### src/rtl/round_robin_arbiter_weighted.sv
// Weighted round-robin arbiter with downstream backpressure and early release.
// A granted requester keeps the resource for up to its weight in accepted beats.
module round_robin_arbiter_weighted #(
  parameter int REQ_NUM  = 8,
  parameter int WEIGHT_W = 4,
  localparam int IDX_W   = $clog2(REQ_NUM)
) (
  input  logic                         clk,
  input  logic                         rst_n,
  input  logic [REQ_NUM-1:0]           reqs,
  input  logic [REQ_NUM*WEIGHT_W-1:0]  weights,
  input  logic                         gnt_ready,
  output logic [REQ_NUM-1:0]           grants,
  output logic [IDX_W-1:0]             grant_idx,
  output logic                         grant_valid
);

  typedef enum logic {IDLE, HOLD} state_t;

  state_t                state, state_n;
  logic [IDX_W-1:0]      ptr, ptr_n;
  logic [WEIGHT_W-1:0]   cnt, cnt_n;
  logic [WEIGHT_W-1:0]   quota, quota_n;
  logic [REQ_NUM-1:0]    grants_n;
  logic [IDX_W-1:0]      grant_idx_n;
  logic                  grant_valid_n;

  logic [WEIGHT_W-1:0]   w_arr [REQ_NUM];
  logic [REQ_NUM-1:0]    pick_req;
  logic [IDX_W-1:0]      pick_start;
  logic [IDX_W:0]        pick;
  logic                  take, rel, beat, drop, exhaust;
  logic [IDX_W-1:0]      nxt;

  // Returns {found, index}: scanning from the far end keeps the nearest hit.
  function automatic logic [IDX_W:0] rr_pick(input logic [REQ_NUM-1:0] r,
                                             input logic [IDX_W-1:0]   start);
    logic             found;
    logic [IDX_W-1:0] idx;
    logic [IDX_W-1:0] ki;
    int               k;
    found = 1'b0;
    idx   = '0;
    for (int d = REQ_NUM - 1; d >= 0; d--) begin
      k = int'(start) + d;
      if (k >= REQ_NUM) k = k - REQ_NUM;
      ki = k[IDX_W-1:0];
      if (r[ki]) begin
        found = 1'b1;
        idx   = ki;
      end
    end
    return {found, idx};
  endfunction

  function automatic logic [WEIGHT_W-1:0] eff_w(input logic [WEIGHT_W-1:0] w);
    return (w == '0) ? WEIGHT_W'(1) : w;
  endfunction

  for (genvar i = 0; i < REQ_NUM; i++) begin : g_w
    assign w_arr[i] = weights[i*WEIGHT_W +: WEIGHT_W];
  end

  assign beat    = reqs[grant_idx] & gnt_ready;
  assign drop    = ~reqs[grant_idx];
  assign exhaust = beat && ((cnt + WEIGHT_W'(1)) == quota);
  assign nxt     = (grant_idx == IDX_W'(REQ_NUM - 1)) ? '0 : grant_idx + 1'b1;

  always_comb begin
    state_n       = state;
    ptr_n         = ptr;
    cnt_n         = cnt;
    quota_n       = quota;
    grants_n      = grants;
    grant_idx_n   = grant_idx;
    grant_valid_n = grant_valid;
    pick_req      = reqs;
    pick_start    = ptr;
    take          = 1'b0;
    rel           = 1'b0;

    case (state)
      IDLE: take = 1'b1;
      HOLD: begin
        if (drop) begin
          // The dropping requester is excluded from the immediate hand-over.
          rel        = 1'b1;
          pick_req   = reqs & ~grants;
          pick_start = nxt;
        end else if (exhaust) begin
          rel        = 1'b1;
          pick_start = nxt;
        end else begin
          cnt_n = cnt + {{(WEIGHT_W-1){1'b0}}, beat};
        end
      end
      default: state_n = IDLE;
    endcase

    pick = rr_pick(pick_req, pick_start);

    if (rel) ptr_n = nxt;

    if ((take || rel) && pick[IDX_W]) begin
      state_n                = HOLD;
      grants_n               = '0;
      grants_n[pick[IDX_W-1:0]] = 1'b1;
      grant_idx_n            = pick[IDX_W-1:0];
      grant_valid_n          = 1'b1;
      cnt_n                  = '0;
      quota_n                = eff_w(w_arr[pick[IDX_W-1:0]]);
    end else if (rel) begin
      state_n       = IDLE;
      grants_n      = '0;
      grant_idx_n   = '0;
      grant_valid_n = 1'b0;
      cnt_n         = '0;
    end
  end

  always_ff @(posedge clk or negedge rst_n) begin
    if (!rst_n) begin
      state       <= IDLE;
      ptr         <= '0;
      cnt         <= '0;
      quota       <= '0;
      grants      <= '0;
      grant_idx   <= '0;
      grant_valid <= 1'b0;
    end else begin
      state       <= state_n;
      ptr         <= ptr_n;
      cnt         <= cnt_n;
      quota       <= quota_n;
      grants      <= grants_n;
      grant_idx   <= grant_idx_n;
      grant_valid <= grant_valid_n;
    end
  end

endmodule

### config.mk
export PLATFORM = sky130hd
export DESIGN_NAME = round_robin_arbiter_weighted
export DESIGN_NICKNAME = d
export VERILOG_FILES = /design/src/rtl/round_robin_arbiter_weighted.sv
export SDC_FILE = /design/constraint.sdc
export NUM_CORES = 1
export LEC_CHECK = 0
export CAP_MARGIN = 5
export CELL_PAD_IN_SITES_DETAIL_PLACEMENT = 0
export CELL_PAD_IN_SITES_GLOBAL_PLACEMENT = 1
export CORE_ASPECT_RATIO = 1.5
export CORE_MARGIN = 5
export CORE_UTILIZATION = 39
export CTS_CLUSTER_DIAMETER = 100
export DETAILED_ROUTE_END_ITERATION = 12
export GPL_ROUTABILITY_DRIVEN = 0
export PLACE_DENSITY = 0.84
export SKIP_LAST_GASP = 1
export SLEW_MARGIN = 20
export SYNTH_ARGS = -nofsm -noshare
export SYNTH_HDL_FRONTEND = slang
export SYNTH_SLANG_ARGS = --single-unit
export TNS_END_PERCENT = 30
### constraint.sdc
create_clock -name clk -period 5.9 [get_ports clk]
set_clock_uncertainty 0.05 [all_clocks]
set_input_delay 0.885 -clock clk [delete_from_list [all_inputs] [get_ports clk]]
set_output_delay 0.885 -clock clk [all_outputs]
set_load 0.02 [all_outputs]
==> run summary, run 1 <==
=====================================================================================
Status                                                                      completed
Postcts setup bufs                                                                  0
List of cells traversed by the critical path                             clkdlybuf4s50_1, mux2i_1, a22oi_2, o211ai_2, and3_1, nor2_2, inv_2, ha_1, mux2_2, mux2i_1, mux2i_1, nand2_1, o211ai_1, buf_4, o221a_1, nand4bb_1, nand4_1, or4_1, o31ai_2
Pins over their slew limit                                                          0
Routed length per instance                                                   17.80 um
Top_reg_cell synth                                                            dfrtp_1
CP most frequent cell                                                         mux2i_1
Count of endpoints failing hold in the final timing report                          0
Die footprint                                                              8646 sq um
Clock sink total                                                                   23
Post-placement setup slack                                                   167.0 ps
Destination of the critical timing path                                  quota[0]$_DFFE_PN0P_
Hold Crit Class                                                            reg -> reg
Root buf cell                                                                clkbuf_8
Gr usage total                                                                 18.32%
Count of state elements after synthesis                                            23
CP Launch Point                                                               reqs[3]
Count of fill cells added during filler insertion                                 646
Largest net degree at the start of global routing                                  27
Wire length of the first global-routing pass                                13,260 um
Final critical-path required period                                           5459 ps
Share of the clock period used by the worst path                               92.52%
Number of H-tree levels                                                             1
Worst setup margin                                                           441.3 ps
Initial antenna violation count                                                     0
Vias                                                                            2,618
Worst reg2reg startpoint                                                 cnt[0]$_DFFE_PN0P_
Reg2reg end                                                              quota[0]$_DFFE_PN0P_
TritonRoute pass-1 iters                                                            4
Slowest cell on the critical path                                               or4_1
Effective utilization at floorplan                                             39.56%
HPWL Detailed                                                                 6331 um
Post-route DRC violation count                                                      0
Horiz. Die Dim                                                               77.61 um
Critical path data required time                                              6040 ps
Placeable core region                                                      6759 sq um
Most frequent cells in the layout                                        clkdlybuf4s50_1, nand2_1, nor2_1, dfrtp_1
DRT Wirelength                                                                7814 um
Diode count                                                                         0
Yosys top cell by area                                                        dfrtp_1
Register-to-Register Setup Slack                                               740 ps
Fraction of post-synthesis cell area in the top cell type by area              21.53%
Worst Reg-to-Reg Cells                                                             18
Part of the Yosys area used for sequential elements                            21.53%
Crit path max fanout                                                               10
Die Y                                                                        111.4 um
Data arrival at the endpoint of the critical path                             5600 ps
Worst slew margin relative to its limit                                        62.10%
Hold Buf Count CTS                                                                  0
Sort of element at the end of the critical path                              register
Vias per inst                                                                   5.964
Number of instances in the synthesized netlist                                    305
Post-route cell area                                                       3354 sq um
Placed cell area                                                           3311 sq um
Number of nets in the finished design                                             411
Remaining global-route overflow                                                     0
Quantity of gates resized following cts                                             0
Boundary Pins                                                                      55
Worst setup path category                                                   in -> reg
Ys Warns                                                                            0
First-iteration detailed-routing DRC count                                        208
Setup violators final                                                               0
Via count of the first global-routing pass                                      2,775
Post-synth net total                                                              354
Unrepaired setup endpoints after global routing                                 false
Worst slew pin tran                                                          552.7 ps
Number of synthesized flops with an enable pin                                      0
Proportion of layout cells with a drive suffix above 1                         17.73%
Max Cap Viol                                                                        0
Synth async-reset ratio                                                        100.0%
Clock transition at the registers of the reported paths                         90 ps
Utilization after layout                                                       49.63%
Worst skew pair latency                                                        270 ps
Largest buffer count on any clock path                                              2
Fmax                                                                       0.1832 GHz
Standard-cell rows                                                                 37
Most frequent standard cell in the layout excluding fill and tap cells   clkdlybuf4s50_1
Cts bufs inserted                                                                   3
Distinct cells, synth                                                              82
Syn avg cell area                                                         8.767 sq um
Sum of negative setup slack                                                      0 ps
Layout overhead on the synthesized area                                        25.46%
CP peak stage delay                                                            630 ps
Top post-synthesis cells by area                                         dfrtp_1, mux2i_1, mux2_2, o21ai_0, nand2_1
CTS tree                                                                        built
Antenna Violating Nets Remaining                                                    0
Netlist Area Pre-Place                                                     2674 sq um
Number of port buffers                                                             54
Startpoint Class                                                           input port
=====================================================================================
## worst min path at each step
stage	start	to	slack [ps]	cells past startpoint
6_report	grants[3]$_DFFE_PN0P_	grants[3]$_DFFE_PN0P_	470	2
5_1_grt	grants[3]$_DFFE_PN0P_	grants[3]$_DFFE_PN0P_	500	2
4_1_cts	grants[3]$_DFFE_PN0P_	grants[3]$_DFFE_PN0P_	470	2
3_5_place_dp	grants[3]$_DFFE_PN0P_	grants[3]$_DFFE_PN0P_	450	2
3_3_place_gp	grants[3]$_DFFE_PN0P_	grants[3]$_DFFE_PN0P_	440	2
2_1_floorplan	quota[3]$_DFFE_PN0P_	quota[3]$_DFFE_PN0P_	450	2
## cell type report
cell class	instances	area [sq um]	area share, %
inverters	15	63.81	1.902
repair buffers	65	618.1	18.43
clock buffers	3	41.29	1.231
clock inverters	1	7.507	0.2238
flip-flops and latches	23	575.6	17.16
well taps	78	97.59	2.909
multi-input cells	254	1951	58.15
## flip-flops by register name, summed over array words and instances (netlist names)
name / cells
quota: 4
state: 1
ptr: 3
cnt: 4
grants: 8
grant_idx: 3
## cell usage after synthesis, drive strengths merged (2+ instances only)
cell type,instances
o32ai,2
inv,15
buf,9
o2111ai,2
a22o,6
a32o,3
or2,2
ha,6
nand3b,4
a21boi,3
a31oi,3
nand2b,4
nand3,10
a21oi,11
and2,5
nand4bb,3
o31ai,2
nor3,8
nand4,3
o21ai,28
a2bb2oi,3
dfrtp,23
nor2b,3
o211ai,10
xor2,3
nor2,25
o221a,2
mux2,13
and3,3
o22ai,7
xnor2,4
a211oi,4
o22a,5
clkbuf,4
mux2i,21
a22oi,2
or3,2
nand2,26
a21o,3
## cell families (layout without fill, tap and decap cells)
kind of cell | Yosys count | count (layout) | share of synthesized area, %
compound gates | 103 | 103 | 31.26
xor+xnor | 8 | 8 | 3.838
fa+ha+maj | 6 | 6 | 2.808
buf+inv | 28 | 84 | 5.521
flops | 23 | 23 | 21.53
mux | 35 | 35 | 14.74
simple gates | 102 | 102 | 20.31
## per-layer routing
| metal | up-vias | GRT usage (%) | wire (um) |
|---|---|---|---|
| met1 | 1248 | 21.64 | 3105 |
| met2 | 79 | 33.69 | 4235 |
| li1 | 1281 | - | - |
| met5 | - | 0 | 0 |
| met3 | 10 | 1.780 | 341 |
| met4 | 0 | 6.193 | 131 |
## worst max-delay path, delay by kind of cell
| family | cells | cell delay, ps |
|---|---|---|
| muxes | 4 | 1040 |
| buffers and inverters | 3 | 750 |
| and+or+nand+nor | 6 | 1510 |
| adders and majority gates | 1 | 330 |
| AOI/OAI and AO/OA | 5 | 1090 |
## metrics by stage
stage	cells	hold WS [ps]
after CTS	439	473.1
final	439	469.9
after global routing	439	500.7
after global placement	435	439.1
after detailed placement	435	452.6
after floorplan	305	450.8
Power of run 1 is left out: the tool's default activity adds up to more than one toggle a clock period on the data nets, which glitch-free logic cannot reach.
==> run 2, diff against run 1 <==
--- a/config.mk
+++ b/config.mk
@@ -14,7 +14,7 @@
 export CTS_CLUSTER_DIAMETER = 100
 export DETAILED_ROUTE_END_ITERATION = 12
 export GPL_ROUTABILITY_DRIVEN = 0
-export PLACE_DENSITY = 0.84
+export PLACE_DENSITY_LB_ADDON = 0.1
 export SKIP_LAST_GASP = 1
 export SLEW_MARGIN = 20
 export SYNTH_ARGS = -nofsm -noshare
==> constraint.sdc (replaced) <==
create_clock -name clk -period 5.45 [get_ports clk]
set_clock_uncertainty 0.05 [all_clocks]
set_input_delay 0.8175 -clock clk [delete_from_list [all_inputs] [get_ports clk]]
set_output_delay 0.8175 -clock clk [all_outputs]
set_load 0.02 [all_outputs]
==> run 2 against run 1 <==
Via count rose by 2.2%. Count of clock-buffer cells in the layout stayed put. Flip-flop and latch count is the same. Critical path depth shrank 1. Global-route usage increased by 1.1 points. First-iteration DRC count down 38%. Highest routed layer unchanged. Utilization is 1.9 points higher. Worst hold slack worse by 9.0 ps. Critical endpoint unchanged. Register-to-register slack worse by 300 ps.
==> run summary, run 2 (same netlist as run 1, synthesis figures left out) <==
=====================================================================================
Root buf cell                                                                clkbuf_8   unchanged
Initial antenna violation count                                                     0   unchanged
Startpoint Class                                                           input port   unchanged
Number of port buffers                                                             54   unchanged
Standard-cell rows                                                                 37   unchanged
Antenna Violating Nets Remaining                                                    0   unchanged
Most frequent cells in the layout                                        clkdlybuf4s50_1, nand2_1, buf_4, nor2_1, dfrtp_1   was clkdlybuf4s50_1, nand2_1, nor2_1, dfrtp_1
TritonRoute pass-1 iters                                                            4   unchanged
CP Launch Point                                                               reqs[6]   was reqs[3]
HPWL Detailed                                                                 6926 um   was 6331 um
Status                                                                      completed   unchanged
Via count of the first global-routing pass                                      2,720   was 2,775
First-iteration detailed-routing DRC count                                        129   was 208
Number of nets in the finished design                                             425   was 411
Most frequent standard cell in the layout excluding fill and tap cells   clkdlybuf4s50_1   unchanged
Worst setup path category                                                   in -> reg   unchanged
Top Registers                                                            grants (8), cnt (4), quota (4)   unchanged
Register-to-Register Setup Slack                                               440 ps   was 740 ps
Largest buffer count on any clock path                                              2   unchanged
Vias                                                                            2,675   was 2,618
Die Y                                                                        111.4 um   unchanged
Postcts setup bufs                                                                  0   unchanged
Worst slew pin tran                                                          516.5 ps   was 552.7 ps
Pins over their slew limit                                                          0   unchanged
Worst skew pair latency                                                        270 ps   about the same
Count of endpoints failing hold in the final timing report                          0   unchanged
Sort of element at the end of the critical path                              register   unchanged
Placeable core region                                                      6759 sq um   unchanged
Wire length of the first global-routing pass                                13,860 um   was 13,260 um
Max Cap Viol                                                                        0   unchanged
Fmax                                                                       0.1936 GHz
Proportion of layout cells with a drive suffix above 1                         21.33%   was 17.73%
Gr usage total                                                                 19.46%   was 18.32%
Top register by number of flip-flops                                           grants   unchanged
Hold Buf Count CTS                                                                  0   unchanged
Vias per inst                                                                   5.905   was 5.964
CTS tree                                                                        built   unchanged
Cts bufs inserted                                                                   3   unchanged
Final critical-path required period                                           5166 ps
Boundary Pins                                                                      55   unchanged
Largest net degree at the start of global routing                                  26   was 27
Setup violators final                                                               0   unchanged
Number of flip-flops under the largest register name                                8   unchanged
Unrepaired setup endpoints after global routing                                 false   unchanged
Share of the clock period used by the worst path                               94.79%
Number of H-tree levels                                                             1   unchanged
Placed cell area                                                           3428 sq um   was 3311 sq um
Die footprint                                                              8646 sq um   unchanged
Hold Crit Class                                                           in -> async   was reg -> reg
Remaining global-route overflow                                                     0   unchanged
Worst reg2reg startpoint                                                 cnt[0]$_DFFE_PN0P_   unchanged
Count of fill cells added during filler insertion                                 692   was 646
Clock transition at the registers of the reported paths                         90 ps   about the same
DRT Wirelength                                                                8449 um   was 7814 um
Critical path data required time                                              5580 ps   was 6040 ps
Clock sink total                                                                   23   unchanged
Crit path max fanout                                                               25   was 10
Data arrival at the endpoint of the critical path                             5290 ps   was 5600 ps
Sum of negative setup slack                                                      0 ps   unchanged
Diode count                                                                         0   unchanged
Layout overhead on the synthesized area                                        30.14%   was 25.46%
Effective utilization at floorplan                                             39.56%   unchanged
Horiz. Die Dim                                                               77.61 um   unchanged
Post-route DRC violation count                                                      0   unchanged
Routed length per instance                                                   18.65 um   was 17.80 um
Worst slew margin relative to its limit                                        65.57%   was 62.10%
Post-route cell area                                                       3480 sq um   was 3354 sq um
=====================================================================================
-- run 2: path summary, 6_finish.rpt --
| kind | depth (start not counted) | endpoint |
|---|---|---|
| max | 18 | quota[0]$_DFFE_PN0P_ |
| min | 1 | grants[6]$_DFFE_PN0P_ |
| max reg2reg | 18 | quota[0]$_DFFE_PN0P_ |
| min reg2reg | 2 | grants[3]$_DFFE_PN0P_ |
| max in group asynchronous | 1 | grants[2]$_DFFE_PN0P_ |
| min in group clk | 2 | grants[3]$_DFFE_PN0P_ |
-- run 2: cell type report --
class | count | area [sq um] | share of cell area, %
tap | 78 | 97.59 | 2.805
multi-input combinational | 254 | 1958 | 56.27
clock buffer | 3 | 41.29 | 1.187
clock inverter | 1 | 7.507 | 0.2157
sequential | 23 | 575.6 | 16.54
inverter | 15 | 63.81 | 1.834
timing repair buffer | 79 | 735.7 | 21.14
-- run 2: worst max-delay path, cell delays in order --
cell and delay, ps:
clkdlybuf4s50_1 430, mux2_4 290, a2bb2oi_2 190, o211a_1 190
o22a_4 300, inv_8 50, buf_4 290, mux2i_2 430
mux2i_1 200, mux2i_1 370, a21o_1 240, a2bb2oi_2 120
buf_4 160, a21oi_1 120, nand4bb_1 140, nand4_1 160
or4_1 610, o31ai_2 200
-- run 2: routing by layer --
layer	share of wire (%)	vias up	track usage, %
met5	0	-	0
met4	3.0	0	6.307
met3	4.0	16	3.155
met2	54	68	35.08
met1	39	1289	22.96
li1	-	1302	-
-- run 2: per-stage QoR --
step	utilization, %	hold WS [ps]	std cells	worst slack, ps
finish	51.48	460.9	453	283.9
global route	51.48	501.4	453	11.04
CTS	51.44	487.5	453	158.1
detailed placement	50.72	463.9	449	-122.5
global placement	50.72	447.3	449	-121.5
floorplan	-	450.8	305	334.1
-- run 2: timing repair --
action / 4_1_cts / 5_1_grt
hold endpoints to repair: 0 / 0
setup endpoints to repair: 0 / 1
resized for setup: 0 / 2
Power of run 2 is left out for the same reason.
